**config.mk**
```make
export PLATFORM = sky130hd
export DESIGN_NAME = prod_accumulator
export DESIGN_NICKNAME = d
export VERILOG_FILES = /design/src/rtl/prod_accumulator_pkg.sv /design/src/rtl/sm_to_tc.sv /design/src/rtl/prod_accumulator.sv
export SDC_FILE = /design/constraint.sdc
export NUM_CORES = 1
export LEC_CHECK = 0
export CORE_MARGIN = 2
export CORE_UTILIZATION = 45
export CTS_BUF_LIST = sky130_fd_sc_hd__clkbuf_16
export DETAILED_ROUTE_END_ITERATION = 6
export HOLD_SLACK_MARGIN = 0.1
export PLACE_DENSITY = 0.67
export SYNTH_ARGS = -nofsm -noshare
export SYNTH_HDL_FRONTEND = slang
export SYNTH_SLANG_ARGS = --single-unit
```
**constraint.sdc**
```tcl
create_clock -name clk -period 4.01 [get_ports clk]
set_clock_uncertainty 0.2 [all_clocks]
set_input_delay 0.802 -clock clk [delete_from_list [all_inputs] [get_ports clk]]
set_output_delay 0.802 -clock clk [all_outputs]
set_load 0.1 [all_outputs]
```
**src/rtl/prod_accumulator_pkg.sv**
```systemverilog
// ============================================================================
// Module   : prod_accumulator_pkg
// Purpose  : Shared constants for the product accumulator: FSM state
//            encoding, multiplier product width and default widths.
// Revision : 1.0 - initial release
// ============================================================================
`default_nettype none

package prod_accumulator_pkg;

    // FSM state encoding
    localparam logic [1:0] c_ST_IDLE  = 2'd0;
    localparam logic [1:0] c_ST_ACCUM = 2'd1;
    localparam logic [1:0] c_ST_HOLD  = 2'd2;

    // Sign-magnitude product from the 12x12 multiplier
    localparam int c_PROD_W = 24;

    // Default widths
    localparam int c_ACC_W_DEF = 28;
    localparam int c_LEN_W_DEF = 8;

endpackage

`default_nettype wire

```
**src/rtl/sm_to_tc.sv**
```systemverilog
// ============================================================================
// Module   : sm_to_tc
// Purpose  : Combinational sign-magnitude to two's-complement converter with
//            sign extension to a wider output. Negative zero maps to 0.
// Ports    : i_sm  [IN_W-1:0]  sign-magnitude input (MSB = sign)
//            o_tc  [OUT_W-1:0] two's-complement result
// Notes    : OUT_W must be >= IN_W so the magnitude plus sign always fits.
// Revision : 1.0 - initial release
// ============================================================================
`default_nettype none

module sm_to_tc
    import prod_accumulator_pkg::*;
#(
    parameter int IN_W  = c_PROD_W,
    parameter int OUT_W = c_ACC_W_DEF
) (
    input  logic [IN_W-1:0]  i_sm,
    output logic [OUT_W-1:0] o_tc
);

    // Magnitude zero-extended to the output width; the extra headroom bit
    // guarantees the negated value cannot wrap.
    logic [OUT_W-1:0] w_mag;

    assign w_mag = {{(OUT_W-IN_W+1){1'b0}}, i_sm[IN_W-2:0]};

    // Negating a zero magnitude yields zero, so -0 needs no special case.
    assign o_tc = i_sm[IN_W-1] ? (-w_mag) : w_mag;

endmodule

`default_nettype wire

```
**src/rtl/prod_accumulator.sv**
```systemverilog
// ============================================================================
// Module   : prod_accumulator
// Purpose  : Accumulates a run of len sign-magnitude products into a
//            saturating signed accumulator and holds the result until a
//            valid/ready handshake.
// Ports    : clk, reset (async, active-high)
//            start, len        - run request, sampled only in IDLE
//            prod_valid, prod  - one product per cycle, no backpressure
//            acc_out           - running accumulator (result when acc_valid)
//            acc_valid, acc_ready - result handshake
//            busy              - high in ACCUM and HOLD
//            sat_flag          - sticky per run, any saturated addition
//            drop_flag         - product arrived outside ACCUM
// Revision : 1.0 - initial release
// ============================================================================
`default_nettype none

module prod_accumulator
    import prod_accumulator_pkg::*;
#(
    parameter int ACC_W = c_ACC_W_DEF,
    parameter int LEN_W = c_LEN_W_DEF
) (
    input  logic                clk,
    input  logic                reset,
    input  logic                start,
    input  logic [LEN_W-1:0]    len,
    input  logic                prod_valid,
    input  logic [c_PROD_W-1:0] prod,
    output logic [ACC_W-1:0]    acc_out,
    output logic                acc_valid,
    input  logic                acc_ready,
    output logic                busy,
    output logic                sat_flag,
    output logic                drop_flag
);

    logic [1:0]       r_state;
    logic [ACC_W-1:0] r_acc;
    logic [LEN_W-1:0] r_cnt;
    logic             r_valid;
    logic             r_busy;
    logic             r_sat;
    logic             r_drop;

    logic [ACC_W-1:0] w_prod;
    logic [ACC_W:0]   w_sum;
    logic             w_ovf;
    logic [ACC_W-1:0] w_next_acc;

    sm_to_tc #(
        .IN_W  (c_PROD_W),
        .OUT_W (ACC_W)
    ) u_sm_to_tc (
        .i_sm (prod),
        .o_tc (w_prod)
    );

    // One extra bit of headroom: overflow shows up as the two top bits
    // disagreeing, and the top bit then gives the true sign of the sum.
    assign w_sum = {r_acc[ACC_W-1], r_acc} + {w_prod[ACC_W-1], w_prod};
    assign w_ovf = w_sum[ACC_W] ^ w_sum[ACC_W-1];

    always_comb begin
        w_next_acc = w_sum[ACC_W-1:0];
        if (w_ovf) begin
            if (w_sum[ACC_W]) begin
                w_next_acc = {1'b1, {(ACC_W-1){1'b0}}};
            end else begin
                w_next_acc = {1'b0, {(ACC_W-1){1'b1}}};
            end
        end
    end

    always_ff @(posedge clk or posedge reset) begin
        if (reset) begin
            r_state <= c_ST_IDLE;
            r_acc   <= '0;
            r_cnt   <= '0;
            r_valid <= 1'b0;
            r_busy  <= 1'b0;
            r_sat   <= 1'b0;
            r_drop  <= 1'b0;
        end else begin
            case (r_state)
                c_ST_IDLE: begin
                    if (prod_valid) begin
                        r_drop <= 1'b1;
                    end
                    // An accepted start opens a fresh run, so it clears the
                    // drop indication even if a stray product coincides.
                    if (start) begin
                        r_acc  <= '0;
                        r_sat  <= 1'b0;
                        r_drop <= 1'b0;
                        r_busy <= 1'b1;
                        r_cnt  <= len;
                        if (len == '0) begin
                            r_state <= c_ST_HOLD;
                            r_valid <= 1'b1;
                        end else begin
                            r_state <= c_ST_ACCUM;
                        end
                    end
                end

                c_ST_ACCUM: begin
                    if (prod_valid) begin
                        r_acc <= w_next_acc;
                        r_cnt <= r_cnt - LEN_W'(1);
                        if (w_ovf) begin
                            r_sat <= 1'b1;
                        end
                        if (r_cnt == LEN_W'(1)) begin
                            r_state <= c_ST_HOLD;
                            r_valid <= 1'b1;
                        end
                    end
                end

                c_ST_HOLD: begin
                    if (prod_valid) begin
                        r_drop <= 1'b1;
                    end
                    // acc_valid is always high in HOLD, so ready alone
                    // completes the handshake.
                    if (acc_ready) begin
                        r_state <= c_ST_IDLE;
                        r_valid <= 1'b0;
                        r_busy  <= 1'b0;
                    end
                end

                default: begin
                    r_state <= c_ST_IDLE;
                    r_valid <= 1'b0;
                    r_busy  <= 1'b0;
                end
            endcase
        end
    end

    assign acc_out   = r_acc;
    assign acc_valid = r_valid;
    assign busy      = r_busy;
    assign sat_flag  = r_sat;
    assign drop_flag = r_drop;

endmodule

`default_nettype wire
```
**After elaboration in Yosys (flattened, before gate mapping)**

Index checks and enable logic that the tools add are counted.

- Output and inout port bits: 32
- Flip-flop bits (word level): 42
- Logic and storage cells: 60

- Reductions and logical operators: 9
- Muxes and demuxes: 30
- Bitwise operators: 2
- Eq/ne operators: 9
- Add/subtract/negate cells: 3

Operators with widths:

| operator | count |
|---|---|
| $mux W28 | 5 |
| $pmux W28 S2 | 1 |
| $add A28 B28 Y29 | 1 |
| $neg A23 Y28 | 1 |
| $mux W8 | 2 |
| $pmux W8 S2 | 1 |
| $ne A2 B2 Y1 const B | 6 |
| $mux W1 | 11 |
| $mux W2 | 5 |
| $eq A8 B1 Y1 const B | 1 |
| $logic_not A8 Y1 | 1 |
| $reduce_and A4 Y1 | 2 |
| $sub A8 B1 Y8 const B | 1 |
| $pmux W1 S3 | 2 |
| $pmux W2 S3 | 1 |
| $reduce_and A3 Y1 | 2 |
| $reduce_and A5 Y1 | 1 |
| $pmux W1 S2 | 2 |
| $reduce_bool A2 Y1 | 2 |
| $eq A2 B1 Y1 const B | 1 |
| $eq A2 B2 Y1 const B | 1 |
| $logic_not A2 Y1 | 1 |
| $not A1 Y1 | 1 |
| $xor A1 B1 Y1 | 1 |

**Longest topological paths before layout**

Gate-level depths: netlist (run 1).

- Depth in word-level cells: 7
- Mapped depth: 20

**By module**

From an unflattened synthesis (run 1), not the netlist that was laid out.

- Cell total of the unflattened synthesis: 524
- Area total of the unflattened synthesis: 4291.6 um^2

By module, submodules not included:

| module | times used | sequential area each (um^2) | area an instance (um^2) | cells an instance |
|---|---|---|---|---|
| prod_accumulator | 1 | 1051.0 | 3662.3 | 449 |
| sm_to_tc | 1 | 0.0 | 629.4 | 75 |

**Worst setup path before layout (run 1)**

No wires, ideal clock.

- Kind: in2reg
- From: in prod[6]
- To: reg r_acc[13], in the netlist acc_out[13]
- Stages on the path: 17
- Slack: -1.642 ns
- Buffers on the path: 2
- Arrival: 5.365 ns
- Setup time: 0.088 ns
- Cell sequence: or4_4 > or4_4 > or2_4 > or4_4 > or3_1 > buf_6 > o41a_1 > ha_1 > a21o_1 > a21o_1 > a21oi_1 > nand2_1 > o31ai_1 > a21boi_1 > clkbuf_1 > nor3b_1 > a22oi_1

- Word-level cells in the longest chain between the ends: 7
- Elaborated cells between the ends (all ways): 8
- Those cells by class: add/sub: 2; mux: 5; bitwise: 1

RTL lines:

| item | line | text |
|---|---|---|
| from (decl) | prod_accumulator.sv:29 | `input logic [c_PROD_W-1:0] prod,` |
| $neg A23 Y28 | sm_to_tc.sv:29 | `assign o_tc = i_sm[IN_W-1] ? (-w_mag) : w_mag;` |
| $mux W28 (*) | sm_to_tc.sv:29 |  |
| $add A28 B28 Y29 (*) | prod_accumulator.sv:61 | `assign w_sum = {r_acc[ACC_W-1], r_acc} + {w_prod[ACC_W-1], w_prod};` |
| $mux W28 / $xor A1 B1 Y1 (equally long branches) | prod_accumulator.sv:67, prod_accumulator.sv:62 |  |
| $mux W28 (*) | prod_accumulator.sv:66 | `if (w_ovf) begin` |
| $mux W28 (*) | prod_accumulator.sv:108 | `if (prod_valid) begin` |
| $pmux W28 S2 (*) | prod_accumulator.sv:85 | `case (r_state)` |
| to (signal assigned) | prod_accumulator.sv:109 | `r_acc <= w_next_acc;` |
| to (decl) | prod_accumulator.sv:39 | `logic [ACC_W-1:0] r_acc;` |

Mark *: on every way between the ends. The rest lies on a longest branch, timed or not. The select of a mux whose other input is x is not followed.
A chain may end at the register's enable or synchronous reset.

**Final worst setup path (run 1)**

- From: in prod[5]
- To: reg r_acc[10], in the netlist acc_out[10]

Same word-level chain as after synthesis.

==> summary.txt, run 1 <==
Synth Area in Adders: 10.9%
Yosys top cell area share: 25.7%
RD Place Congestion: 0.948
Post-layout util: 75.1%
Leak: 2.87 nW
I/O Buffers: 68
Layout cells sized above 1: 32.4%
Combinational power share: 78.8%
Vias per cell: 6.05
Critical path class: input pin to register
Status: finished, violations left
Crit end category: register
Seq pwr share: 14.1%
Pin count of the biggest net entering global routing: 24
Num Clock Sinks: 42
P per Cell Area: 891 mW/mm2
Die Outline Area: 0.00987 mm2
Die Width: 99.3 um
DR DRC count: 0
Main combinational cell family by area after synthesis: compound AO/OA/AOI/OAI gates
DIE HEIGHT: 99.3 um
Area delta synth->final: 60.8%
Switching Fraction: 54.4%
N_diodes: 0
Routed Antenna Nets: 0
WL final: 14.9 mm
FF-to-FF setup slack: 0.46 ns
Max clock buf depth: 2
Post-synthesis cell count: 509
Syn Nets: 581
Post-synth EDFFs: 0
Worst-path clk slew: 0.07 ns
Synth warn: 0
Mean Syn Cell Area: 8.04 um2
MaxCap Viol Count: 0
Peak VDD IR: 0.000759 V
Initial DRC count: 190
Wirelength per Cell: 18.6 um
Hold Crit Endpoint: r_cnt[5]
Clock latency on the worst-skew pair: 0.30 ns
Failing checks: setup timing
Hold Violations, Final: 0
Worst hold path startpoint: r_cnt[5]
Worst path required time: 3.99 ns
Synthesized flop and latch total: 42
RSZ-0062 raised after global routing: true
Sequential share of the synthesized area: 25.7%
FF-to-FF path depth: 14
Worst setup margin: -1.44 ns
Initial Util: 46.7%
Dominant cells by area after synthesis: dfrtp_1 26%, ha_1 10%, o21ai_0 7.3%, xnor2_1 6.6%, nand2_1 5.5%
Ys async rst share: 100%
Yosys top cell by area: dfrtp_1
Hold crit path type: register to register
Core Box Area: 0.00876 mm2
Final HPWL DP: 10.2 mm
Worst-Margin Slew: 0.986 ns
XOR/XNOR share of the synthesized area: 7.49%
Pwr Total: 0.00586 W
Top_reg_cell synth: dfrtp_1
Simple-Gate Fraction of Synth Area: 21.2%
Routed via count: 4,840
Synthesized area: 0.00409 mm2
FP Rows: 34
Root Buffer: clkbuf_16
Hold_ws: 0.314 ns
Peak Freq: 0.184 GHz
Vias in the first global route: 4,916
Initial antenna violation count: 0
Critical path arrival: 5.42 ns
H-Tree Depth: 2
Compound-Gate Fraction of Synth Area: 30.0%
IO Count: 69
Drt first pass iters: 5
Crit Reg-Reg Endpoint: acc_out[4]
Count of cell types in the netlist: 61
Gr ovfl total: 0
Multiplexer share of the synthesized area: 0.489%
Period utilization: 136%
Final setup viols: 29
Internal Power: 0.00267 W
First-pass GRT wire length: 23.2 mm
Crit start category: input pin
Nets: 763
Sw power: 0.00319 W
Most instantiated cells after synthesis: 60 x nand2_1, 60 x o21ai_0, 42 x dfrtp_1
Worst Hold Depth: 2
Clk network pwr share: 7.2%
CTS Buf Count: 5
CTS tree: done
Crit path max fanout: 7
Pins Over Slew Limit: 0
Gr usage total: 28.9%
Clock period minus worst slack: 5.45 ns
Slew margin rel.: 34.1%
R2r startpoint: acc_out[0]
[cell type report]
cell class | count | area (um2)
Fill cell | 655 | 2180
Tap cell | 108 | 135
Sequential cell | 42 | 1050
Multi-Input combinational cell | 429 | 3390
Timing Repair Buffer | 202 | 1820
Inverter | 11 | 41.3
Clock inverter | 3 | 17.5
Clock buffer | 5 | 125
[stage by stage]
stage,worst slack (ns),TNS (ns),std cells,cell area [um2]
CTS,-1.62,-44.61,796,6300
finish,-1.44,-39.24,800,6580
global route,-1.56,-42.97,800,6580
detailed placement,-2.11,-58.66,776,5740
global placement,-2.04,-57.35,776,5740
floorplan,-1.35,-37.58,509,4190
[worst max-delay path by stage]
stage / slack, ns / from / end
detailed placement: -2.11 / prod[6] / acc_out[3]
floorplan: -1.35 / prod[6] / acc_out[1]
global placement: -2.04 / prod[6] / acc_out[18]
global route: -1.56 / prod[5] / acc_out[1]
finish: -1.44 / prod[5] / acc_out[10]
CTS: -1.62 / prod[5] / acc_out[18]
[cells by family after synthesis]
family	count (synthesis)
AOI/OAI and AO/OA	186
DFF	42
and+or+nand+nor	171
buffers and inverters	38
adders and majority gates	35
xor gates and xnor gates	35
muxes	2
[layer usage]
layer	vias to the layer above	part of all wire (%)	global-route usage [%]
met5	-	0	0
met4	0	3.2	9.27
met3	39	5.8	4.36
met2	187	50	52.5
met1	2343	41	35.1
li1	2271	-	-
[placed cells by master (no fill, tap or decap), types with 5 or more instances in the layout]
| master | count |
|---|---|
| o41a_1 | 5 |
| xnor2_1 | 26 |
| o22ai_1 | 5 |
| a22oi_2 | 5 |
| dfrtp_1 | 42 |
| buf_6 | 9 |
| o21ai_0 | 34 |
| o21a_1 | 6 |
| a211oi_1 | 8 |
| clkbuf_16 | 5 |
| nor3_2 | 9 |
| nand2_1 | 59 |
| o21ai_2 | 5 |
| nor3_4 | 12 |
| a21oi_2 | 6 |
| xnor2_2 | 5 |
| or3_1 | 6 |
| nand3_1 | 7 |
| o21ai_1 | 19 |
| nor2_1 | 24 |
| nor2b_1 | 5 |
| ha_1 | 31 |
| a21oi_1 | 31 |
| buf_12 | 5 |
| o31ai_1 | 5 |
| inv_1 | 11 |
| a21o_1 | 14 |
| clkdlybuf4s50_1 | 64 |
| buf_4 | 118 |
[registers in the layout, indices dropped and copies added, names as in the netlist]
name and flops:
acc_valid 1, r_state 2, drop_flag 1, busy 1
r_cnt 8, acc_out 28, sat_flag 1
[power groups by stage]
stage,clock network [W],registers (W),logic (W)
after floorplan,0,0.00173,0.00167
after global routing,0.000435,0.000846,0.00490
after global placement,0,0.000808,0.00376
after detailed placement,0,0.000817,0.00383
final,0.000421,0.000824,0.00461
after CTS,0.000415,0.000811,0.00423
[repair_timing]
action	4_1_cts	5_1_grt
endpoints found under the hold margin	0	0
setup endpoints to repair	29	29
hold buffers	0	0
pin swaps	37	38
cloned	3	0
gates resized for setup	96	49
setup buffers	10	7
[worst max-delay path: stages]
cell and delay [ns]:
buf_6 0.09, or4_4 0.53, or4_4 0.44, or2_4 0.25, or4_4 0.43, buf_4 0.16, or3_4 0.39, o41a_1 0.36
ha_1 0.32, buf_4 0.15, a21o_1 0.17, nor2_1 0.07, a31oi_2 0.25, o2111ai_4 0.17, and3b_2 0.28, buf_12 0.15
buf_12 0.14, a211oi_2 0.16, o21ai_1 0.09
Power figures use the tool's default switching activity.
==> inputs of run 2 (changes only) <==
--- a/config.mk
+++ b/config.mk
@@ -9,6 +9,7 @@
 export CORE_UTILIZATION = 45
 export CTS_BUF_LIST = sky130_fd_sc_hd__clkbuf_16
 export DETAILED_ROUTE_END_ITERATION = 6
+export GPL_ROUTABILITY_DRIVEN = 0
 export HOLD_SLACK_MARGIN = 0.1
 export PLACE_DENSITY = 0.67
 export SYNTH_ARGS = -nofsm -noshare
==> summary.txt, run 2 (same netlist as run 1, synthesis figures left out) <==
IO Count: 69 (unchanged)
Gr ovfl total: 0 (unchanged)
Hold_ws: 0.319 ns (+0.00451 ns)
Non-Filler Instances: 804 (+0.50%)
Worst-path clk slew: 0.07 ns (about the same)
Leak: 2.86 nW (-0.30%)
Largest delay share family, worst path: simple AND/OR/NAND/NOR gates
Critical path arrival: 5.37 ns (-0.05 ns)
Initial DRC count: 249 (+31%)
DR DRC count: 0 (unchanged)
Gr usage total: 27.7% (-1.3 points)
Hold crit path type: register to register
Period utilization: 135% (-0.90 points)
Commonest non-fill, non-tap cell in the layout: buf_4
Crit start category: input pin
Critical path class: input pin to register
FP Rows: 34 (unchanged)
Buffers and inverters on the worst path: 3 (-2)
Drt first pass iters: 5 (unchanged)
Max reg flops: 28 (unchanged)
Pwr Total: 0.00580 W (-0.94%)
CP cell instances: buf_6, or4_4, or4_4, or2_4, or4_4, or3_4, buf_6, o31ai_4, xnor2_1, ha_1, nand2_2, nor2_2, nand3_2, o2111ai_4, o2111ai_4, and3b_2, buf_4, nor2_4, a22oi_1
Crit path max fanout: 5 (-2)
CTS tree: done
Placed instance area: 0.00576 mm2 (+0.48%)
Max clock buf depth: 2 (unchanged)
Worst setup margin: -1.40 ns (+0.0362 ns)
Post-route cell area: 0.00651 mm2 (-1.1%)
Wirelength per Cell: 17.5 um (-5.9%)
Die Outline Area: 0.00987 mm2 (unchanged)
Failing checks: setup timing
Final setup viols: 29 (unchanged)
H-Tree Depth: 2 (unchanged)
Placed Cells: 778 (+0.26%)
P per Cell Area: 892 mW/mm2 (+0.17%)
Slew margin rel.: 33.7% (-0.37 points)
Core Box Area: 0.00876 mm2 (unchanged)
Nets: 767 (+0.52%)
MaxCap Viol Count: 0 (unchanged)
Layout cells sized above 1: 31.3% (-1.0 points)
I/O Buffers: 68 (unchanged)
Crit end category: register
Num Clock Sinks: 42 (unchanged)
Clock period minus worst slack: 5.41 ns (-0.0362 ns)
Worst path slowest cell: or4_4
Routed Antenna Nets: 0 (unchanged)
Hold Violations, Final: 0 (unchanged)
N_diodes: 0 (unchanged)
First-pass GRT wire length: 22.4 mm (-3.8%)
Setup TNS Final: -39.20 ns (+0.0407 ns)
Initial Util: 46.7% (unchanged)
DIE HEIGHT: 99.3 um (unchanged)
Clock latency on the worst-skew pair: 0.29 ns (about the same)
Worst-Margin Slew: 0.991 ns (+0.00549 ns)
Most used cell along the critical path: or4_4
Root Buffer: clkbuf_16
Die Width: 99.3 um (unchanged)
Pin count of the biggest net entering global routing: 25 (+4.2%)
Worst path required time: 3.97 ns (-0.02 ns)
Vias per cell: 5.99 (-1.1%)
Initial antenna violation count: 0 (unchanged)
RSZ-0062 raised after global routing: true
Status: finished, violations left
Commonest non-fill, non-tap cells in the layout: 122 x buf_4, 64 x clkdlybuf4s50_1, 58 x nand2_1
Routed via count: 4,812 (-0.58%)
Peak VDD IR: 0.000877 V (+16%)
Max incr delay on CP: 0.53 ns (about the same)
Pins Over Slew Limit: 0 (unchanged)
WL final: 14.1 mm (-5.5%)
Vias in the first global route: 4,692 (-4.6%)
Area delta synth->final: 59.1%
Final HPWL DP: 9.78 mm (-4.0%)
CTS Buf Count: 5 (unchanged)
Peak Freq: 0.185 GHz (+0.67%)
Hold_buf cts: 0 (unchanged)
[run 2: cell types whose count changed in the layout (fill, tap and decap cells not counted), moves of 3 or more]
cell,previous run,this run
xnor2_1,26,31
o21ai_1,19,24
nor3_4,12,9
nor3_2,9,12
buf_4,118,122
buf_12,5,2
buf_6,9,12
xnor2_2,5,0
[run 2: area by class of cell]
class / count / area (um2)
Multi-Input combinational cell: 429 / 3300
Fill cell: 639 / 2260
Timing Repair Buffer: 206 / 1840
Sequential cell: 42 / 1050
Tap cell: 108 / 135
Clock buffer: 5 / 125
Inverter: 11 / 41.3
Clock inverter: 3 / 21.3
[run 2: worst paths after layout]
kind | slack, ns | startpoint | cells after the start | end
setup reg to reg | 0.48 | acc_out[0] | 11 | acc_out[18]
max in group asynchronous | 2.21 | reset | 3 | acc_out[23]
setup / recovery | -1.40 | prod[6] | 19 | acc_out[23]
min in group asynchronous | 0.66 | reset | 2 | acc_out[12]
hold / removal | 0.32 | r_cnt[5] | 2 | r_cnt[5]
hold reg to reg | 0.32 | r_cnt[5] | 2 | r_cnt[5]
[run 2: worst register-to-register path, stage by stage, from the launching register on]
cell      delay (ns)
dfrtp_1         0.40
ha_1            0.23
inv_1           0.07
fa_1            0.20
nor2b_1         0.07
o31a_1          0.29
o31ai_1         0.65
o21ai_0         0.26
a31oi_1         0.52
nand2_1         0.14
a311oi_2        0.27
o21ai_1         0.10
[run 2: where the power goes]
part / switching, W / internal, W
clock: 0.000185 / 0.000231
sequential: 0.000200 / 0.000618
combinational: 0.00274 / 0.00183
[run 2: per-stage QoR]
| step | util (%) | setup WS, ns |
|---|---|---|
| after detailed placement | 65.8 | -2.04 |
| after global placement | 65.8 | -1.94 |
| after CTS | 72.2 | -1.33 |
| after global routing | 74.2 | -1.56 |
| after floorplan | - | -1.35 |
| final | 74.2 | -1.40 |
[run 2: layer usage]
| layer | GRT usage, % | wire, um | up-vias | part of all wire [%] |
|---|---|---|---|---|
| li1 | - | - | 2280 | - |
| met1 | 35.2 | 6010 | 2320 | 43 |
| met2 | 48.8 | 7060 | 180 | 50 |
| met3 | 3.58 | 708 | 32 | 5.0 |
| met4 | 8.54 | 316 | 0 | 2.2 |
| met5 | 0 | 0 | - | 0 |
[run 2: repair_timing]
| action | 4_1_cts | 5_1_grt |
|---|---|---|
| setup buffers | 11 | 7 |
| pin swaps | 30 | 7 |
| gates resized for setup | 79 | 40 |
| endpoints found under the setup margin | 29 | 29 |
| cloned | 2 | 1 |
==> inputs of run 3 (changes only) <==
--- a/config.mk
+++ b/config.mk
@@ -8,6 +8,7 @@
 export CORE_MARGIN = 2
 export CORE_UTILIZATION = 45
 export CTS_BUF_LIST = sky130_fd_sc_hd__clkbuf_16
+export CTS_CLUSTER_SIZE = 14
 export DETAILED_ROUTE_END_ITERATION = 6
 export GPL_ROUTABILITY_DRIVEN = 0
 export HOLD_SLACK_MARGIN = 0.1
==> results of run 3 <==
No change in the layout: final DEF, timing and power equal those of run 2.
